$ cat src/rtl/fetch_stage.sv
// fetch_stage: ARM pipeline instruction fetch with the PC register and the IF/ID register.
// Ports:
//   CLK, RESET (synchronous, active-low)
//   InstrF                  instruction-memory read data for PCF
//   BranchTakenE/ALUResultE execute-stage branch redirect
//   PCSrcW/ResultW          writeback R15 redirect
//   StallF, StallD, FlushD  hazard-unit control
//   PCF, PCPlus4F           fetch address and its successor
//   InstrD, PCPlus8D, ValidD IF/ID register outputs to decode
module fetch_stage #(
    parameter logic [31:0] RESET_PC  = 32'h0000_0000,
    parameter logic [31:0] NOP_INSTR = 32'h0000_0000
) (
    input  logic        CLK,
    input  logic        RESET,
    input  logic [31:0] InstrF,
    input  logic        BranchTakenE,
    input  logic [31:0] ALUResultE,
    input  logic        PCSrcW,
    input  logic [31:0] ResultW,
    input  logic        StallF,
    input  logic        StallD,
    input  logic        FlushD,
    output logic [31:0] PCF,
    output logic [31:0] PCPlus4F,
    output logic [31:0] InstrD,
    output logic [31:0] PCPlus8D,
    output logic        ValidD
);
    logic [31:0] pcNext;
    logic        redirect;

    assign redirect = BranchTakenE | PCSrcW;
    assign pcNext   = BranchTakenE ? ALUResultE : PCSrcW ? ResultW : PCPlus4F;
    assign PCPlus4F = PCF + 32'd4;

    // A redirect beats StallF; every PC load is word-aligned.
    always_ff @(posedge CLK) begin
        if (!RESET)
            PCF <= {RESET_PC[31:2], 2'b00};
        else if (redirect || !StallF)
            PCF <= {pcNext[31:2], 2'b00};
    end

    always_ff @(posedge CLK) begin
        if (!RESET || FlushD) begin
            InstrD   <= NOP_INSTR;
            PCPlus8D <= 32'd0;
            ValidD   <= 1'b0;
        end else if (!StallD) begin
            InstrD   <= InstrF;
            PCPlus8D <= PCF + 32'd8;
            ValidD   <= 1'b1;
        end
    end
endmodule

$ cat config.mk
export PLATFORM = sky130hd
export DESIGN_NAME = fetch_stage
export DESIGN_NICKNAME = d
export VERILOG_FILES = /design/src/rtl/fetch_stage.sv
export SDC_FILE = /design/constraint.sdc
export NUM_CORES = 1
export LEC_CHECK = 0
export CELL_PAD_IN_SITES_DETAIL_PLACEMENT = 1
export CELL_PAD_IN_SITES_GLOBAL_PLACEMENT = 2
export CORE_MARGIN = 5
export CORE_UTILIZATION = 23
export DETAILED_ROUTE_END_ITERATION = 8
export MAX_ROUTING_LAYER = met4
export PLACE_DENSITY_LB_ADDON = 0.1
export SLEW_MARGIN = 20
export SYNTH_ARGS = -nofsm -noshare
export SYNTH_HDL_FRONTEND = slang
export SYNTH_SLANG_ARGS = --single-unit
$ cat constraint.sdc
create_clock -name CLK -period 2.4 [get_ports CLK]
set_clock_uncertainty 0.2 [all_clocks]
set_input_delay 0.24 -clock CLK [delete_from_list [all_inputs] [get_ports CLK]]
set_output_delay 0.24 -clock CLK [all_outputs]
set_load 0.005 [all_outputs]
# Word-level counts from Yosys, hierarchy flattened

Index checks and enable logic that the tools add are counted.

Register bits: 95
Input bits: 103
Output and inout bits: 129

$add $sub $neg: 2
Mux-type cells: 2
Bitwise gates (word level): 1
Reductions and logical operators: 4

Operators with widths:

| operator              | count |
|---|---|
| $mux 32               | 2 |
| $add 32x3->32 const B | 1 |
| $add 32x4->32 const B | 1 |
| $logic_not 1->1       | 2 |
| $logic_or 1x1->1      | 2 |
| $or 1x1->1            | 1 |

# Depth between registers and ports, before layout

Gate-level depths: netlist of the first run.

Depth after elaboration: 3
Mapped depth: 7
Mapped depth without buffers: 6

# Worst setup path before layout of the first run

Ideal clock, no wire load.

Path kind: register to register
Start: register PCF[14]
End: register PCF[21]
Data arrival time: 2.034 ns
Required time: 2.142 ns
Setup slack: 0.108 ns
Cell stages (with the launch flop): 8
Buffers on the path: 2
Clock period less this slack: 2.292 ns
Path through: dfxtp_1 buf_2 nand4_4 or4_1 buf_2 or4_1 a21oi_1 o21a_1

Longest elaborated chain between the ends: 3

Ends and longest elaborated chain:

| item                   | line | source |
|---|---|---|
| from (decl)            | 24   | `output logic [31:0] PCF,` |
| from (signal assigned) | 40   | `PCF <= {RESET_PC[31:2], 2'b00};` |
| from (signal assigned) | 42   | `PCF <= {pcNext[31:2], 2'b00};` |
| $add 32x3->32          | 35   | `assign PCPlus4F = PCF + 32'd4;` |
| $mux 32 (2 in a row)   | 34   | `assign pcNext = BranchTakenE ? ALUResultE : PCSrcW ? ResultW : PCPlus4F;` |

No other way between the ends.
A chain may end at the register's enable or synchronous reset.

# Worst setup path in the final report of the first run

Start: register PCF[3]
End: output port PCPlus4F[17]

Longest elaborated chain between the ends: 1

Ends and longest elaborated chain:

| item          | line | source |
|---|---|---|
| $add 32x3->32 | 35   |  |
| to (decl)     | 25   | `output logic [31:0] PCPlus4F,` |

No other way between the ends.

==> metrics.cfg, run 1 <==
[pwr]
max-vdd-ir-drop_mv=0.246
power_density_nw_per_um2=430
p_total_mw=4.14
power_leakage_nw=4.12

[placement]
place_congestion=0.825
io_buffer_count=221
place_ws_ps=-435
dpl_cell_area_um2=8450
dp_hpwl_um=19000

[critical_path]
cp_data_arrival_time_ps=2170
worstSetupPathType=reg2out
reg2reg_from=PCF[3]
startpoint_type=flip-flop
required_ps=1960
worstRegToRegCells=9
cp-endpoint=PCPlus4F[17]
end_kind=output pin
r2r-end=PCF[21]
rrSetupSlack_ps=-50
startpoint=PCF[3]
cp_max_fo=4

[grt]
grt_pass1_vias=6474
grt_max_degree=47
antenna_found_initial=0
grt_pass1_wl_um=38800
track_usage=0.195
gr-total-overflow=0

[clock_network]
cts-root-buf=clkbuf_16
cts_hold_buf=0
cts_buffer_depth=2
htree_levels=3
tritoncts=built
clock_sinks=93
cts_buffers=9
clock_latency_ps=350
clk_pin_slew_ps=70

[layout]
seq_area_um2=1900
nets=1085
mostFrequentLayoutCells=clkdlybuf4s50_1 (193), buf_4 (143), nor2_1 (88)
nFillCells=2572
multi_input_area_um2=3500
drive_gt1_frac=0.301
design_area_um2=9630
n_antenna_cell=0
layout_commonest_cell=clkdlybuf4s50_1
areaGrowthSynthToFinish_pct=85.2

[logic_synthesis]
syn_inst=634
synthesis.area_um2=5200
synth-edff-count=0
ys_ff_latch=93
yosys_warnings=0
synthFlopType=dfxtp_1
ys_types=57
yosysSeqAreaShare=0.358
syn-mean-instance-area_um2=8.20
synthArstFlopShare=0

[sta]
hold_viol_final=0
period_share=1.09
setup_slack_ps=-211
fin_setup_tns_ps=-1680
fmax_mhz=383
final-max-slew-violation-count=0
setup_viol=16
rsz0062_at_grt=yes
finalCriticalPeriod_ps=2610
fin_hold_ws_ps=96.0

[routing]
highest_layer=met4
wl_per_cell_um=19.9
ant_nets=0
wl_met2_um=11700
via_count=6002
wirelength_um=25200
met1_length_um=11700
drc=0
dr_wl_met3_um=1390
drt_iter0_markers=247
drt_first_pass_iters=4
vias_per_cell=4.73

[outcome]
violations=setup timing
status=complete, but fails checks

[floorplanning]
top_level_ports=232
die_width_um=160
dieArea_um2=25700
core-area_um2=22400
std_cell_rows=55
initial_core_util=0.232
die_height_um=160

[flow_run]
cap_viol_max_count=0

[hold_path]
hold_class=in2reg

==> through the flow <==
step,cells,utilization
floorplan,639,-
global placement,1198,0.377
detailed placement,1198,0.377
CTS,1255,0.419
global route,1269,0.429
finish,1269,0.429
==> where the power goes <==
part	leakage [nW]	total [mW]	switching [mW]	internal, mW
registers	0.769	1.68	0.0652	1.62
clock network	0.132	1.39	0.673	0.720
logic	3.22	1.07	0.472	0.595
total	4.12	4.14	1.21	2.93
==> cells in the mapped netlist (2+ instances only) <==
cell	instances	area, um^2
nor2_1	94	353
dfxtp_1	93	1860
mux2i_1	53	531
clkbuf_1	42	158
nand2_1	42	158
xor2_1	33	289
a21oi_1	29	145
xnor2_1	24	210
a211oi_1	21	158
o21ai_0	17	85.1
nand4_1	15	93.8
nor3_1	15	75.1
nand3_1	12	60.1
buf_2	11	55.1
nand2b_1	10	62.6
inv_1	9	33.8
nor4_1	9	56.3
a22oi_1	8	60.1
o211ai_1	7	52.6
buf_4	6	45.0
buf_1	5	18.8
o221ai_1	5	43.8
or2_2	5	31.3
or3_1	5	31.3
or4_1	5	37.5
and4_1	4	35.0
nor2b_1	4	25.0
nor3b_1	4	30.0
o311ai_0	4	35.0
and3_1	3	18.8
ha_1	3	37.5
nand3b_1	3	22.5
o21a_1	3	22.5
o22ai_1	3	18.8
a221o_1	2	20.0
a311oi_1	2	17.5
and2_1	2	12.5
o211a_1	2	20.0
or3b_2	2	17.5
==> metal layers <==
layer / vias up / GRT usage
met5: - / -
met4: 0 / 0.0477
met3: 23 / 0.0349
met2: 202 / 0.309
met1: 2864 / 0.258
li1: 2913 / -
==> kinds of logic (layout without fill, tap and decap cells) <==
group | Yosys count | in the layout | share of synthesized area
other | 1 | 6 | 0.000721
AOI/OAI and AO/OA | 113 | 113 | 0.148
and+or+nand+nor | 238 | 238 | 0.225
DFF | 93 | 93 | 0.358
adders and majority gates | 3 | 3 | 0.00722
muxes | 54 | 54 | 0.104
buffers and inverters | 75 | 420 | 0.0611
xor gates and xnor gates | 57 | 57 | 0.0960
==> layout make-up <==
class,instances,share of cell area
Clock buffer,9,0.0234
Clock inverter,7,0.00610
Inverter,11,0.00429
Multi-Input combinational cell,471,0.364
Sequential cell,93,0.197
Tap cell,285,0.0370
Timing Repair Buffer,393,0.368
==> worst min-delay path by stage <==
stage          slack, ps  cells past startpoint           end     startpoint
4_1_cts               90                      3  PCPlus8D[13]         StallD
3_3_place_gp         230                      2        ValidD         ValidD
5_1_grt              150                      3  PCPlus8D[13]         StallD
2_1_floorplan        180                      1        PCF[2]  ALUResultE[2]
3_5_place_dp         240                      2        ValidD         ValidD
6_report             100                      3  PCPlus8D[13]         StallD
==> critical path, cell delays in order, from the launching register on <==
cell	delay, ps
dfxtp_4	380
ha_4	150
nand2_4	50
or4_4	550
buf_6	150
or2_4	240
xnor2_2	160
buf_2	140
==> what timing repair did <==
action | CTS | global route
endpoints found under the hold margin | 0 | 0
setup buffers | 42 | 14
endpoints found under the setup margin | 32 | 27
resized for setup | 184 | 38
pin swaps | 41 | 24
==> flip-flops by register name (all words and copies together), names as in the netlist <==
signal / cells
InstrD: 32
PCF: 30
PCPlus8D: 30
ValidD: 1
Power figures use the tool's default switching activity.
==> inputs of run 2 (changes only) <==
--- a/config.mk
+++ b/config.mk
@@ -12,6 +12,7 @@
 export DETAILED_ROUTE_END_ITERATION = 8
 export MAX_ROUTING_LAYER = met4
 export PLACE_DENSITY_LB_ADDON = 0.1
+export REMOVE_ABC_BUFFERS = 1
 export SLEW_MARGIN = 20
 export SYNTH_ARGS = -nofsm -noshare
 export SYNTH_HDL_FRONTEND = slang
==> run 2 against run 1 <==
The run still ends with setup timing left; total power grew 5.8%; register-to-register slack better by 110 ps; clock power rose by 18%; global-route usage decreased by 0.21 points; worst setup slack gained 110 ps; via count down 1.8%; cell area down 0.96%; routed wire length down 2.1%; flip-flop and latch count unchanged.
==> metrics.cfg, run 2 (synthesis gave the netlist of run 1 again) <==
[clock_network]
cts_buffer_depth=2  ; unchanged
cts-root-buf=clkbuf_16  ; unchanged
clk_pin_slew_ps=70  ; about the same
htree_levels=3  ; unchanged
cts_hold_buf=0  ; unchanged
tritoncts=built  ; unchanged
clock_sinks=93  ; unchanged
clock_latency_ps=360  ; was 350 ps
cts_buffers=9  ; unchanged

[floorplanning]
die_height_um=160  ; unchanged
top_level_ports=232  ; unchanged
core-area_um2=22400  ; unchanged
initial_core_util=0.232  ; unchanged
dieArea_um2=25700  ; unchanged
std_cell_rows=55  ; unchanged
die_width_um=160  ; unchanged

[routing]
vias_per_cell=4.69  ; was 4.73
via_count=5895  ; was 6,002
drc=0  ; unchanged
highest_layer=met4  ; unchanged
wl_per_cell_um=19.6  ; was 19.9 um
drt_first_pass_iters=4  ; unchanged
drt_iter0_markers=340  ; was 247
wirelength_um=24700  ; was 25,200 um
ant_nets=0  ; unchanged
dr_wl_met3_um=1010  ; was 1390 um
met1_length_um=11500  ; was 11,700 um
wl_met2_um=11800  ; was 11,700 um

[grt]
grt_max_degree=46  ; was 47
gr-total-overflow=0  ; unchanged
grt_pass1_vias=6552  ; was 6,474
antenna_found_initial=0  ; unchanged
track_usage=0.193  ; was 0.195
grt_pass1_wl_um=38000  ; was 38,800 um

[sta]
fmax_mhz=400  ; was 383 MHz
fin_setup_tns_ps=-1030  ; was -1680 ps
hold_viol_final=0  ; unchanged
maxSlewHeadroom=0.534
period_share=1.04  ; was 1.09
worstMarginPinSlew_ps=700
finalCriticalPeriod_ps=2500  ; was 2610 ps
setup_viol=15  ; was 16
final-max-slew-violation-count=0  ; unchanged
setup_slack_ps=-102  ; was -211 ps
rsz0062_at_grt=yes  ; unchanged

[critical_path]
worstSetupPathType=reg2out  ; unchanged
cp_max_fo=4  ; unchanged
required_ps=1960  ; about the same
cp_data_arrival_time_ps=2060  ; was 2170 ps
startpoint_type=flip-flop  ; unchanged
end_kind=output pin  ; unchanged

[pwr]
power_density_nw_per_um2=459  ; was 430 nW/um^2
power_leakage_nw=3.98  ; was 4.12 nW
max-vdd-ir-drop_mv=0.343  ; was 0.246 mV
p_total_mw=4.38  ; was 4.14 mW

[layout]
areaGrowthSynthToFinish_pct=83.4  ; was 85.2%
multi_input_area_um2=3480  ; was 3500 um^2
postLayoutCoreUtil=0.425  ; was 0.429
mostFrequentLayoutCells=clkdlybuf4s50_1 (194), buf_4 (133), nor2_1 (86)  ; was clkdlybuf4s50_1 (193), buf_4 (143), nor2_1 (88)
largestRegisters=InstrD (32), PCF (30), PCPlus8D (30)  ; unchanged
layout_commonest_cell=clkdlybuf4s50_1  ; unchanged
seq_area_um2=1900  ; about the same
n_antenna_cell=0  ; unchanged
nFillCells=2582  ; was 2,572
drive_gt1_frac=0.292  ; was 0.301
largest_reg_flops=32  ; unchanged
nets=1072  ; was 1,085
top_register=InstrD  ; unchanged

[flow_run]
cap_viol_max_count=0  ; unchanged

[outcome]
status=complete, but fails checks  ; unchanged
violations=setup timing  ; unchanged

[placement]
place_congestion=0.853  ; was 0.825
dp_hpwl_um=18900  ; was 19,000 um
io_buffer_count=221  ; unchanged

[hold_path]
hold_class=reg2reg  ; was in2reg

run 2: cell count changes in the layout (fill, tap and decap cells not counted), sizes merged:
cell	previous run	this run
clkdlybuf4s50	193	194
dlymetal6s2s	2	0
inv	13	11
dlygate4sd2	3	4
clkinvlp	3	2
clkbuf	11	13
bufinv	0	2
buf	192	178
run 2: where the power goes:
part | total (mW) | internal, mW | switching, mW
combinational | 1.05 | 0.588 | 0.466
clock | 1.64 | 0.952 | 0.692
sequential | 1.68 | 1.62 | 0.0628
run 2: worst paths after layout:
kind	startpoint	to	slack [ps]	cells after the start
worst max-delay path	PCF[13]	PCPlus4F[25]	-100	7
worst min-delay path	ValidD	ValidD	250	2
worst max register to register	PCF[3]	PCF[15]	60	10
worst min register to register	ValidD	ValidD	250	2
run 2: cell type report:
cell class                      instances  area share
Clock buffer                           10      0.0250
Clock inverter                          6     0.00997
Inverter                               11     0.00433
Multi-Input combinational cell        471       0.365
Sequential cell                        93       0.199
Tap cell                              285      0.0374
Timing Repair Buffer                  380       0.359
run 2: timing repair:
| item | in CTS | in global routing |
|---|---|---|
| hold endpoints to repair | 0 | 0 |
| buffers inserted | 24 | 20 |
| gates resized for setup | 175 | 47 |
| pin swaps | 24 | 34 |
| endpoints found under the setup margin | 30 | 27 |
run 2: layer usage:
layer	vias up	global-route usage
li1	2879	-
met1	2813	0.244
met2	180	0.324
met3	23	0.0318
met4	0	0.0418
met5	-	-
run 2: critical path: stages (launching register included):
cell and delay, ps:
dfxtp_2 360, nand4_4 110, or4_4 580, buf_6 160
nor3_2 100, buf_4 140, xor2_1 130, buf_2 130
run 2: stage by stage:
stage,worst slack (ps),hold slack (ps),cell area (um^2),std cells
2_1_floorplan,92.6,136,4940,575
3_3_place_gp,-342,232,8440,1200
3_5_place_dp,-332,238,8440,1200
4_1_cts,-173,250,9260,1240
5_1_grt,-224,257,9540,1256
6_report,-102,247,9540,1256
==> inputs of run 3 (changes only) <==
--- a/config.mk
+++ b/config.mk
@@ -5,6 +5,7 @@
 export SDC_FILE = /design/constraint.sdc
 export NUM_CORES = 1
 export LEC_CHECK = 0
+export ABC_CLOCK_PERIOD_IN_PS = 2400
 export CELL_PAD_IN_SITES_DETAIL_PLACEMENT = 1
 export CELL_PAD_IN_SITES_GLOBAL_PLACEMENT = 2
 export CORE_MARGIN = 5
==> results of run 3 <==
Final layout, timing and power as in run 2 (identical DEF).
